**src/rtl/wbc_master_arbiter_pkg.sv**
```systemverilog
// Shared definitions for the control-bus master arbiter: FSM states,
// master index constants and a small width helper.
package wbc_master_arbiter_pkg;

   typedef enum logic [1:0] {
      ST_IDLE  = 2'd0,
      ST_OWN   = 2'd1,
      ST_ABORT = 2'd2
   } arb_state_t;

   localparam int M_PCIC  = 0;
   localparam int M_TURFC = 1;
   localparam int M_HKMC  = 2;
   localparam int M_WBVIO = 3;

   function automatic int idx_width(input int n);
      return (n > 1) ? $clog2(n) : 1;
   endfunction

endpackage

```
**src/rtl/wbc_rr_pick.sv**
```systemverilog
// Combinational round-robin picker: first requester at or after (last+1) mod NM.
// Returns a one-hot grant, its index and a valid flag.
module wbc_rr_pick
   import wbc_master_arbiter_pkg::*;
#(
   parameter int NM = 4,
   parameter int LW = idx_width(NM)
)(
   input  logic [NM-1:0] req,
   input  logic [LW-1:0] last,
   output logic [NM-1:0] gnt,
   output logic [LW-1:0] idx,
   output logic          valid
);

   int            cand;
   logic [LW-1:0] cand_idx;

   always_comb begin
      gnt      = '0;
      idx      = '0;
      valid    = 1'b0;
      cand     = 0;
      cand_idx = '0;
      for (int k = 1; k <= NM; k++) begin
         cand     = (int'(last) + k) % NM;
         cand_idx = cand[LW-1:0];
         if (!valid && req[cand_idx]) begin
            valid         = 1'b1;
            gnt[cand_idx] = 1'b1;
            idx           = cand_idx;
         end
      end
   end

endmodule

```
**src/rtl/wbc_master_arbiter.sv**
```systemverilog
// Round-robin arbiter presenting one WISHBONE master view of the control bus,
// with a watchdog that aborts a stalled transfer by returning ERR to the owner.
module wbc_master_arbiter
   import wbc_master_arbiter_pkg::*;
#(
   parameter int NM  = 4,
   parameter int AW  = 20,
   parameter int DW  = 32,
   parameter int SW  = 4,
   parameter int TMO = 255
)(
   input  logic            clk_i,
   input  logic            rst_n_i,
   input  logic [NM-1:0]   m_cyc_i,
   input  logic [NM-1:0]   m_stb_i,
   input  logic [NM-1:0]   m_we_i,
   input  logic [NM*AW-1:0] m_adr_i,
   input  logic [NM*DW-1:0] m_dat_i,
   input  logic [NM*SW-1:0] m_sel_i,
   output logic [DW-1:0]   m_dat_o,
   output logic [NM-1:0]   m_ack_o,
   output logic [NM-1:0]   m_err_o,
   output logic [NM-1:0]   m_rty_o,
   output logic            s_cyc_o,
   output logic            s_stb_o,
   output logic            s_we_o,
   output logic [AW-1:0]   s_adr_o,
   output logic [DW-1:0]   s_dat_o,
   output logic [SW-1:0]   s_sel_o,
   input  logic [DW-1:0]   s_dat_i,
   input  logic            s_ack_i,
   input  logic            s_err_i,
   input  logic            s_rty_i,
   output logic [NM-1:0]   grant_o,
   output logic            timeout_o
);

   localparam int LW = idx_width(NM);
   localparam int CW = (TMO > 0) ? $clog2(TMO + 1) : 1;
   // The abort fires during the stalled cycle that would bring the count to TMO.
   localparam logic [CW-1:0] WDOG_LAST = (TMO > 0) ? CW'(TMO - 1) : '0;

   arb_state_t    state_reg, state_next;
   logic [NM-1:0] grant_reg, grant_next;
   logic [LW-1:0] last_reg, last_next;
   logic [CW-1:0] wdog_reg, wdog_next;

   logic [NM-1:0] pick_gnt;
   logic [LW-1:0] pick_idx;
   logic          pick_valid;

   logic [AW-1:0] adr_arr [NM];
   logic [DW-1:0] dat_arr [NM];
   logic [SW-1:0] sel_arr [NM];

   logic          own_cyc, own_stb, own_we;
   logic [AW-1:0] own_adr;
   logic [DW-1:0] own_dat;
   logic [SW-1:0] own_sel;
   logic          fwd, term, stall, abort;

   for (genvar gi = 0; gi < NM; gi++) begin : g_unpack
      assign adr_arr[gi] = m_adr_i[gi*AW +: AW];
      assign dat_arr[gi] = m_dat_i[gi*DW +: DW];
      assign sel_arr[gi] = m_sel_i[gi*SW +: SW];
   end

   wbc_rr_pick #(.NM(NM), .LW(LW)) u_pick (
      .req   (m_cyc_i),
      .last  (last_reg),
      .gnt   (pick_gnt),
      .idx   (pick_idx),
      .valid (pick_valid)
   );

   always_comb begin
      own_cyc = 1'b0;
      own_stb = 1'b0;
      own_we  = 1'b0;
      own_adr = '0;
      own_dat = '0;
      own_sel = '0;
      for (int k = 0; k < NM; k++) begin
         if (grant_reg[k]) begin
            own_cyc = m_cyc_i[k];
            own_stb = m_stb_i[k];
            own_we  = m_we_i[k];
            own_adr = adr_arr[k];
            own_dat = dat_arr[k];
            own_sel = sel_arr[k];
         end
      end
   end

   assign fwd   = (state_reg == ST_OWN) && own_cyc;
   assign term  = s_ack_i | s_err_i | s_rty_i;
   assign stall = fwd && own_stb && !term;
   assign abort = (TMO > 0) && stall && (wdog_reg == WDOG_LAST);

   assign s_cyc_o   = fwd && !abort;
   assign s_stb_o   = fwd && own_stb && !abort;
   assign s_we_o    = fwd && own_we;
   assign s_adr_o   = fwd ? own_adr : '0;
   assign s_dat_o   = fwd ? own_dat : '0;
   assign s_sel_o   = fwd ? own_sel : '0;
   assign m_dat_o   = s_dat_i;
   assign m_ack_o   = fwd ? (grant_reg & {NM{s_ack_i}}) : '0;
   assign m_err_o   = fwd ? (grant_reg & {NM{s_err_i | abort}}) : '0;
   assign m_rty_o   = fwd ? (grant_reg & {NM{s_rty_i}}) : '0;
   assign grant_o   = grant_reg;
   assign timeout_o = abort;

   always_comb begin
      state_next = state_reg;
      grant_next = grant_reg;
      last_next  = last_reg;
      wdog_next  = '0;
      case (state_reg)
         ST_IDLE: begin
            if (pick_valid) begin
               state_next = ST_OWN;
               grant_next = pick_gnt;
               last_next  = pick_idx;
            end
         end
         ST_OWN: begin
            if (!own_cyc) begin
               state_next = ST_IDLE;
               grant_next = '0;
            end else if (abort) begin
               state_next = ST_ABORT;
            end else if (stall && (TMO > 0)) begin
               wdog_next = wdog_reg + 1'b1;
            end
         end
         ST_ABORT: begin
            // Late slave terminations are dropped here because fwd is low.
            if (!own_cyc) begin
               state_next = ST_IDLE;
               grant_next = '0;
            end
         end
         default: begin
            state_next = ST_IDLE;
            grant_next = '0;
         end
      endcase
   end

   always_ff @(posedge clk_i or negedge rst_n_i) begin
      if (!rst_n_i) begin
         state_reg <= ST_IDLE;
         grant_reg <= '0;
         last_reg  <= LW'(NM - 1);
         wdog_reg  <= '0;
      end else begin
         state_reg <= state_next;
         grant_reg <= grant_next;
         last_reg  <= last_next;
         wdog_reg  <= wdog_next;
      end
   end

endmodule

```
**config.mk**
```make
export PLATFORM = sky130hd
export DESIGN_NAME = wbc_master_arbiter
export DESIGN_NICKNAME = d
export VERILOG_FILES = /design/src/rtl/wbc_master_arbiter_pkg.sv /design/src/rtl/wbc_rr_pick.sv /design/src/rtl/wbc_master_arbiter.sv
export SDC_FILE = /design/constraint.sdc
export NUM_CORES = 1
export LEC_CHECK = 0
export CAP_MARGIN = 20
export CELL_PAD_IN_SITES_DETAIL_PLACEMENT = 0
export CELL_PAD_IN_SITES_GLOBAL_PLACEMENT = 2
export CORE_ASPECT_RATIO = 0.6
export CORE_MARGIN = 3
export CORE_UTILIZATION = 12
export DETAILED_ROUTE_END_ITERATION = 8
export PLACE_DENSITY_LB_ADDON = 0.1
export SKIP_LAST_GASP = 1
export SYNTH_ARGS = -nofsm -noshare
export SYNTH_HDL_FRONTEND = slang
export SYNTH_SLANG_ARGS = --single-unit
export TNS_END_PERCENT = 10
```
**constraint.sdc**
```tcl
create_clock -name clk_i -period 3.7 [get_ports clk_i]
set_clock_uncertainty 0.1 [all_clocks]
set_input_delay 0.74 -clock clk_i [delete_from_list [all_inputs] [get_ports clk_i]]
set_output_delay 0.74 -clock clk_i [all_outputs]
set_load 0.02 [all_outputs]
```
==> results by group, run 1 <==
Status
  • Status: finished, final reports clean

Hold path
  • HP Class: flop to flop

Clocking
  • CTS tree: done
  • TritonCTS buffer count: 3
  • Clk Latency, worst-skew pair: between 200 and 250 ps
  • Clock tree buffer depth: 2
  • H-tree levels: 1
  • CTS sink cnt: 16
  • Clock-pin slew on the worst setup and hold paths: 50 ps
  • Cts hold-fix bufs: 0
  • Clk root buf: clkbuf_16

STA
  • Worst-Margin Slew: 748.7 ps
  • Final setup TNS: 0 ps
  • Crit share post-route: roughly 98%
  • Fmax: roughly 280 MHz
  • Unrepaired setup endpoints after global routing: true
  • Slew Limit Fails: 0
  • Min Tclk post-route: 3634 ps
  • # setup viols final: 0
  • Setup ws final: 66.08 ps
  • Rel. slew slack: 49.93%
  • Final-report hold violation count: 0

Logic synthesis
  • Post-synthesis sequential area ratio: around an eighth
  • Post-synthesis register bit count: 16
  • Post-Syn Area: ~0.0033 mm2
  • Post-Synthesis Cells: 517
  • Syn Nets: 803
  • Mean post-synth cell area: approximately 6.4 um2
  • YS warnings: 0
  • Cell variety after synth: 46

Job
  • Max Cap Viol: 0

Floorplan
  • Die ar.: between 0.02 and 0.03 mm2
  • Core Box Area: 0.02682 mm2
  • Die X: around 220 um
  • Die height: approximately 130 um
  • Initial Util: 12.36%
  • IO Pins: 381
  • FP Rows: 46

Routing
  • Routed wire per std cell: 18.81 um
  • First-pass DRT Iterations: 4
  • Starting DRT DRC Count: around 280
  • Vias: around 4900
  • Routed Antenna Nets: 0
  • Residual DRC count: 0
  • Vias per cell: approximately 4.3
  • Routed WL: ~21000 um

Cells and area
  • Most common cell after layout, fill and taps aside: clkdlybuf4s50_1
  • Layout cells sized above 1: around 5.8%
  • Final #Nets: around 1100
  • Max reg flops: 8
  • Commonest cells after routing, fill and taps aside: 308 x clkdlybuf4s50_1, 127 x nor2_1, 62 x a221oi_1, 61 x a21oi_1, 58 x nor3_1
  • Final core occ: roughly a quarter
  • Area growth syn-to-layout: 105.7%
  • Fin cells: 1136

Worst setup path
  • Setup crit end kind: output port
  • Setup CP Type: primary input to output port
  • Critical Path AT: around 2800 ps
  • Critical path peak fanout: 31
  • Worst EP required: 2860 ps
  • CP Launch Type: primary input

Global routing
  • Gr usage total: a little over an eighth
  • First-pass GRT wire length: roughly 31000 um
  • Pin count of the biggest net entering global routing: between 60 and 70
  • Vias in the first global route: roughly 5000
  • Initial antenna violation count: 1
  • Grt ovf: 0

Power and ir drop
  • Max VDD drop: between 0.2 and 0.3 mV
  • Pleak: about 0.0025 uW
  • Overall Power: between 3000 and 4000 uW
  • Pwr Density: 530.2 mW/mm2

Place
  • Post-DP HPWL: 16710 um
  • Placement Setup Slack: -84.05 ps
  • Port buffer count: around 320
  • GP Congestion: between 0.8 and 0.9
  • Placed instance count: 1130
cell usage after synthesis, drive strengths merged:
master / count / area (um2)
nand2: 7 / 28.78
a22oi: 2 / 15.01
or3: 1 / 6.260
mux4: 4 / 90.09
a21o: 2 / 15.01
mux2i: 1 / 10.01
xor2: 5 / 43.79
nand4b: 1 / 8.760
a211oi: 3 / 27.52
a221oi: 62 / 543.0
dfstp: 2 / 52.55
and4: 1 / 8.760
mux2: 1 / 11.26
o21ai: 5 / 25.02
o21bai: 1 / 7.510
a31o: 1 / 8.760
nor2: 128 / 483.0
nor4b: 1 / 8.760
o22a: 4 / 35.03
nand3: 5 / 25.02
ha: 13 / 162.7
and4b: 1 / 10.01
nor2b: 4 / 25.02
nand4: 2 / 12.51
xnor2: 2 / 17.52
nor3: 59 / 306.5
dfrtp: 14 / 350.3
and3: 10 / 62.56
clkbuf: 35 / 131.4
nor4: 1 / 6.260
buf: 47 / 312.8
a21oi: 61 / 305.3
and2: 10 / 62.56
o22ai: 4 / 25.02
nand3b: 1 / 7.510
inv: 15 / 56.30
nor3b: 1 / 7.510
critical path, cell delays in order:
cell	delay, ps
clkdlybuf4s50_1	500
a211oi_1	90
a211oi_2	310
nand2_2	160
buf_12	200
nor2_1	120
clkdlybuf4s50_1	650
power by group:
group | switching, uW | total, uW | internal, uW
combinational | 1660 | 3050 | 1400
clock | 66.0 | 230 | 164
sequential | 110 | 335 | 225
final timing paths:
| path | startpoint | endpoint | slack, ps | cells past startpoint |
|---|---|---|---|---|
| max in group asynchronous | rst_n_i | grant_o[3] | 2110 | 1 |
| min in group asynchronous | rst_n_i | state_reg[0] | 840 | 1 |
| worst min register to register | wdog_reg[7] | wdog_reg[7] | 440 | 2 |
| worst max register to register | last_reg[0] | grant_o[1] | 740 | 7 |
| worst min-delay path | wdog_reg[7] | wdog_reg[7] | 440 | 2 |
| worst max-delay path | m_cyc_i[1] | s_dat_o[21] | 70 | 7 |
repair_timing:
action / 4_1_cts / 5_1_grt
endpoints found under the setup margin: 21 / 65
pin swaps: 1 / 2
endpoints found under the hold margin: 0 / 0
buffers inserted: 1 / 0
gates resized for setup: 2 / 5
kinds of logic (layout without fill, tap and decap cells):
logic type / Yosys count / count (layout) / synth area share (%)
buffers and inverters: 97 / 355 / 15.09
XOR/XNOR: 7 / 7 / 1.849
flip-flops: 16 / 16 / 12.15
adder cells (fa/ha/maj): 13 / 13 / 4.906
other: 0 / 1 / 0
multiplexers: 6 / 6 / 3.359
AND/OR/NAND/NOR: 233 / 233 / 32.26
AO/OA/AOI/OAI: 145 / 145 / 30.38
metrics by stage:
step,hold slack [ps],cell area (um2)
after detailed placement,429.9,6719
after floorplan,344.4,3316
after global routing,450.9,6822
after global placement,412.4,6719
final,442.9,6822
after CTS,443.5,6813
cell type report:
class | count | area, um2
Antenna cell | 1 | 2.502
Clock buffer | 4 | 88.84
Fill cell | 2954 | 20000
Inverter | 15 | 56.30
Multi-Input combinational cell | 404 | 2421
Sequential cell | 16 | 409.1
Tap cell | 360 | 450.4
Timing Repair Buffer | 336 | 3393
layer usage:
layer	share of wire, %	up-vias	track usage (%)
li1	-	2376	-
met1	42	2281	17.35
met2	49	222	23.32
met3	8.2	22	2.833
met4	1.5	0	2.094
met5	0	-	0
(Power assumes the default switching activity.)
==> run 2, diff against run 1 <==
--- a/config.mk
+++ b/config.mk
@@ -9,7 +9,6 @@
 export CELL_PAD_IN_SITES_DETAIL_PLACEMENT = 0
 export CELL_PAD_IN_SITES_GLOBAL_PLACEMENT = 2
 export CORE_ASPECT_RATIO = 0.6
-export CORE_MARGIN = 3
 export CORE_UTILIZATION = 12
 export DETAILED_ROUTE_END_ITERATION = 8
 export PLACE_DENSITY_LB_ADDON = 0.1
==> run 2 against run 1 <==
Net effect:
- register-to-register slack lost 40 ps
- critical path depth is the same
- via count is 0.53% lower
==> results by group, run 2 (synthesis gave the netlist of run 1 again) <==
Cells and area
  • Final #Nets: 1066 (+0.38%)
  • Layout cells sized above 1: 6.033% (+0.23 points)
  • Final core occ: 25.50% (+0.069 points)
  • Filler Cell Count: 2946 (-0.27%)
  • Area growth syn-to-layout: 105.8% (about the same)
  • Max reg flops: 8 (unchanged)
  • Most common cell after layout, fill and taps aside: clkdlybuf4s50_1
  • Commonest cells after routing, fill and taps aside: 305 x clkdlybuf4s50_1, 127 x nor2_1, 62 x a221oi_1, 61 x a21oi_1, 58 x nor3_1

Power and ir drop
  • Net Switching: 1866 uW (+1.9%)
  • Int Pwr: 1775 uW (-0.60%)
  • Pwr Density: 533.4 mW/mm2 (+0.60%)
  • Reg power frac: 9.3% (about the same)
  • Switching share of total power: 51.26% (+0.62 points)
  • Comb pwr share: 84.2% (-0.2 points)
  • Clock share of power: 6.5% (about the same)
  • Pleak: 0.002554 uW (+2.9%)
  • Max VDD drop: 0.2128 mV (-20%)

Global routing
  • First-pass GRT wire length: 30210 um (-2.7%)
  • Gr usage total: 13.89% (+0.51 points)
  • Vias in the first global route: 4922 (-0.65%)
  • Initial antenna violation count: 0 (-1)
  • Pin count of the biggest net entering global routing: 62 (-1.6%)
  • Grt ovf: 0 (unchanged)

Worst setup path
  • WP depth: 7 (unchanged)
  • Setup crit end kind: output port
  • R2r worst-path depth: 7 (unchanged)
  • Worst path slowest cell: clkdlybuf4s50_1
  • Critical Path AT: 2860 ps (+70 ps)
  • R2r startpoint: last_reg[0]
  • Most frequent CP cell: clkdlybuf4s50_1
  • Reg2Reg Setup Slack: 700 ps (-40 ps)
  • Crit path to: s_dat_o[24]
  • Crit path largest cell delay: 630 ps (-20 ps)
  • Crit path from: m_cyc_i[1]
  • Crit path cell chain: clkdlybuf4s50_1 > a211oi_1 > a211oi_2 > nand2_2 > buf_4 > nor2_1 > clkdlybuf4s50_1
  • Worst path top cell family by delay: buffers and inverters
  • Worst EP required: 2860 ps (about the same)
  • CP Launch Type: primary input
  • FF-to-FF End: grant_o[2]
  • Setup CP Type: primary input to output port
  • Buf+Inv Stages, Crit Path: 3 (unchanged)
  • Critical path peak fanout: 19 (-39%)

Floorplan
  • FP Rows: 46 (unchanged)
  • Initial Util: 12.39% (+0.027 points)
  • Die X: 216.6 um (-1.8%)
  • Core Box Area: 0.02676 mm2 (-0.21%)
  • Die height: 130.8 um (-3.0%)
  • Die ar.: 0.02832 mm2 (-4.7%)
  • IO Pins: 381 (unchanged)

Routing
  • First-pass DRT Iterations: 6 (+2)
  • Starting DRT DRC Count: 166 (-41%)
  • Residual DRC count: 0 (unchanged)
  • Routed WL: 21320 um (-0.23%)
  • Vias per cell: 4.276 (-0.88%)
  • Vias: 4875 (-0.53%)
  • Routed Antenna Nets: 0 (unchanged)
  • Routed wire per std cell: 18.70 um (-0.58%)

STA
  • Final setup TNS: 0 ps (unchanged)
  • Worst-Margin Slew: 776.0 ps (+27.35 ps)
  • # setup viols final: 0 (unchanged)
  • Unrepaired setup endpoints after global routing: true
  • Final-report hold violation count: 0 (unchanged)
  • Rel. slew slack: 48.10% (-1.8 points)
  • Min Tclk post-route: 3697 ps (+63.32 ps)
  • Fmax: 270.5 MHz (-1.7%)
  • Slew Limit Fails: 0 (unchanged)
  • Crit share post-route: 99.93% (+1.7 points)

Clocking
  • TritonCTS buffer count: 3 (unchanged)
  • Clk root buf: clkbuf_16
  • CTS tree: done
  • CTS sink cnt: 16 (unchanged)
  • Cts hold-fix bufs: 0 (unchanged)
  • Clock tree buffer depth: 2 (unchanged)
  • Clock-pin slew on the worst setup and hold paths: 50 ps (about the same)
  • Clk Latency, worst-skew pair: 250 ps (about the same)
  • H-tree levels: 1 (unchanged)

Place
  • Port buffer count: 316 (unchanged)
  • Post-DP HPWL: 16630 um (-0.51%)
  • GP Congestion: 0.8216 (+1.4%)

Status
  • Status: finished, final reports clean

Hold path
  • HP Class: flop to flop

Job
  • Max Cap Viol: 0 (unchanged)
-- run 2: worst min-delay path by stage --
stage / slack, ps / from / cells past startpoint / endpoint
floorplan: 340 / rst_n_i / 0 / grant_o[0]
global placement: 420 / wdog_reg[7] / 2 / wdog_reg[7]
detailed placement: 440 / wdog_reg[5] / 2 / wdog_reg[5]
CTS: 450 / wdog_reg[0] / 1 / wdog_reg[0]
global route: 480 / wdog_reg[0] / 1 / wdog_reg[0]
finish: 450 / wdog_reg[5] / 2 / wdog_reg[5]
-- run 2: routing by layer --
metal | GRT usage [%] | share of wire (%)
met1 | 17.30 | 42
met2 | 24.28 | 49
met3 | 3.912 | 7.9
met4 | 2.278 | 1.1
met5 | 0 | 0
-- run 2: metrics by stage --
step	instance area [um2]	cells	setup WS [ps]	hold slack [ps]	power [uW]
after floorplan	3316	517	863.4	344.4	2179
after global placement	6706	1133	-46.48	418.3	3428
after detailed placement	6706	1133	-45.71	441.7	3424
after CTS	6800	1138	-51.98	448.7	3690
final	6825	1140	2.767	451.2	3641
after global routing	6823	1139	-98.42	477.2	3975
-- run 2: worst reg2reg max path, delay by kind of cell (launching register included) --
kind	cells	cell delay [ps]
flip-flops	1	720
AO/OA/AOI/OAI	3	640
multiplexers	1	580
adder cells (fa/ha/maj)	1	460
AND/OR/NAND/NOR	1	200
buffers and inverters	1	160
-- run 2: power groups by stage --
stage          registers [uW]  logic, uW  clock network (uW)
2_1_floorplan             273       1910                   0
3_3_place_gp              345       3080                   0
4_1_cts                   341       3110                 240
6_report                  339       3070                 237
5_1_grt                   353       3370                 250
3_5_place_dp              344       3080                   0
-- run 2: area by class of cell --
type	count	area [um2]	area share, %
multi-input cells	404	2420	35.45
inverters	15	56.30	0.8249
well taps	360	450.4	6.599
flip-flops and latches	16	409.1	5.994
clock buffers	4	88.84	1.302
repair buffers	340	3398	49.79
diodes	1	2.502	0.03666
-- run 2: timing repair --
item / 4_1_cts / 5_1_grt
gates cloned: 0 / 0
buffers inserted: 1 / 1
setup endpoints to repair: 23 / 67
gates resized for setup: 2 / 7
pin swaps: 2 / 2
==> run 3, diff against run 2 <==
--- a/config.mk
+++ b/config.mk
@@ -5,7 +5,6 @@
 export SDC_FILE = /design/constraint.sdc
 export NUM_CORES = 1
 export LEC_CHECK = 0
-export CAP_MARGIN = 20
 export CELL_PAD_IN_SITES_DETAIL_PLACEMENT = 0
 export CELL_PAD_IN_SITES_GLOBAL_PLACEMENT = 2
 export CORE_ASPECT_RATIO = 0.6
==> results of run 3 <==
Final layout, timing and power as in run 2 (identical DEF).
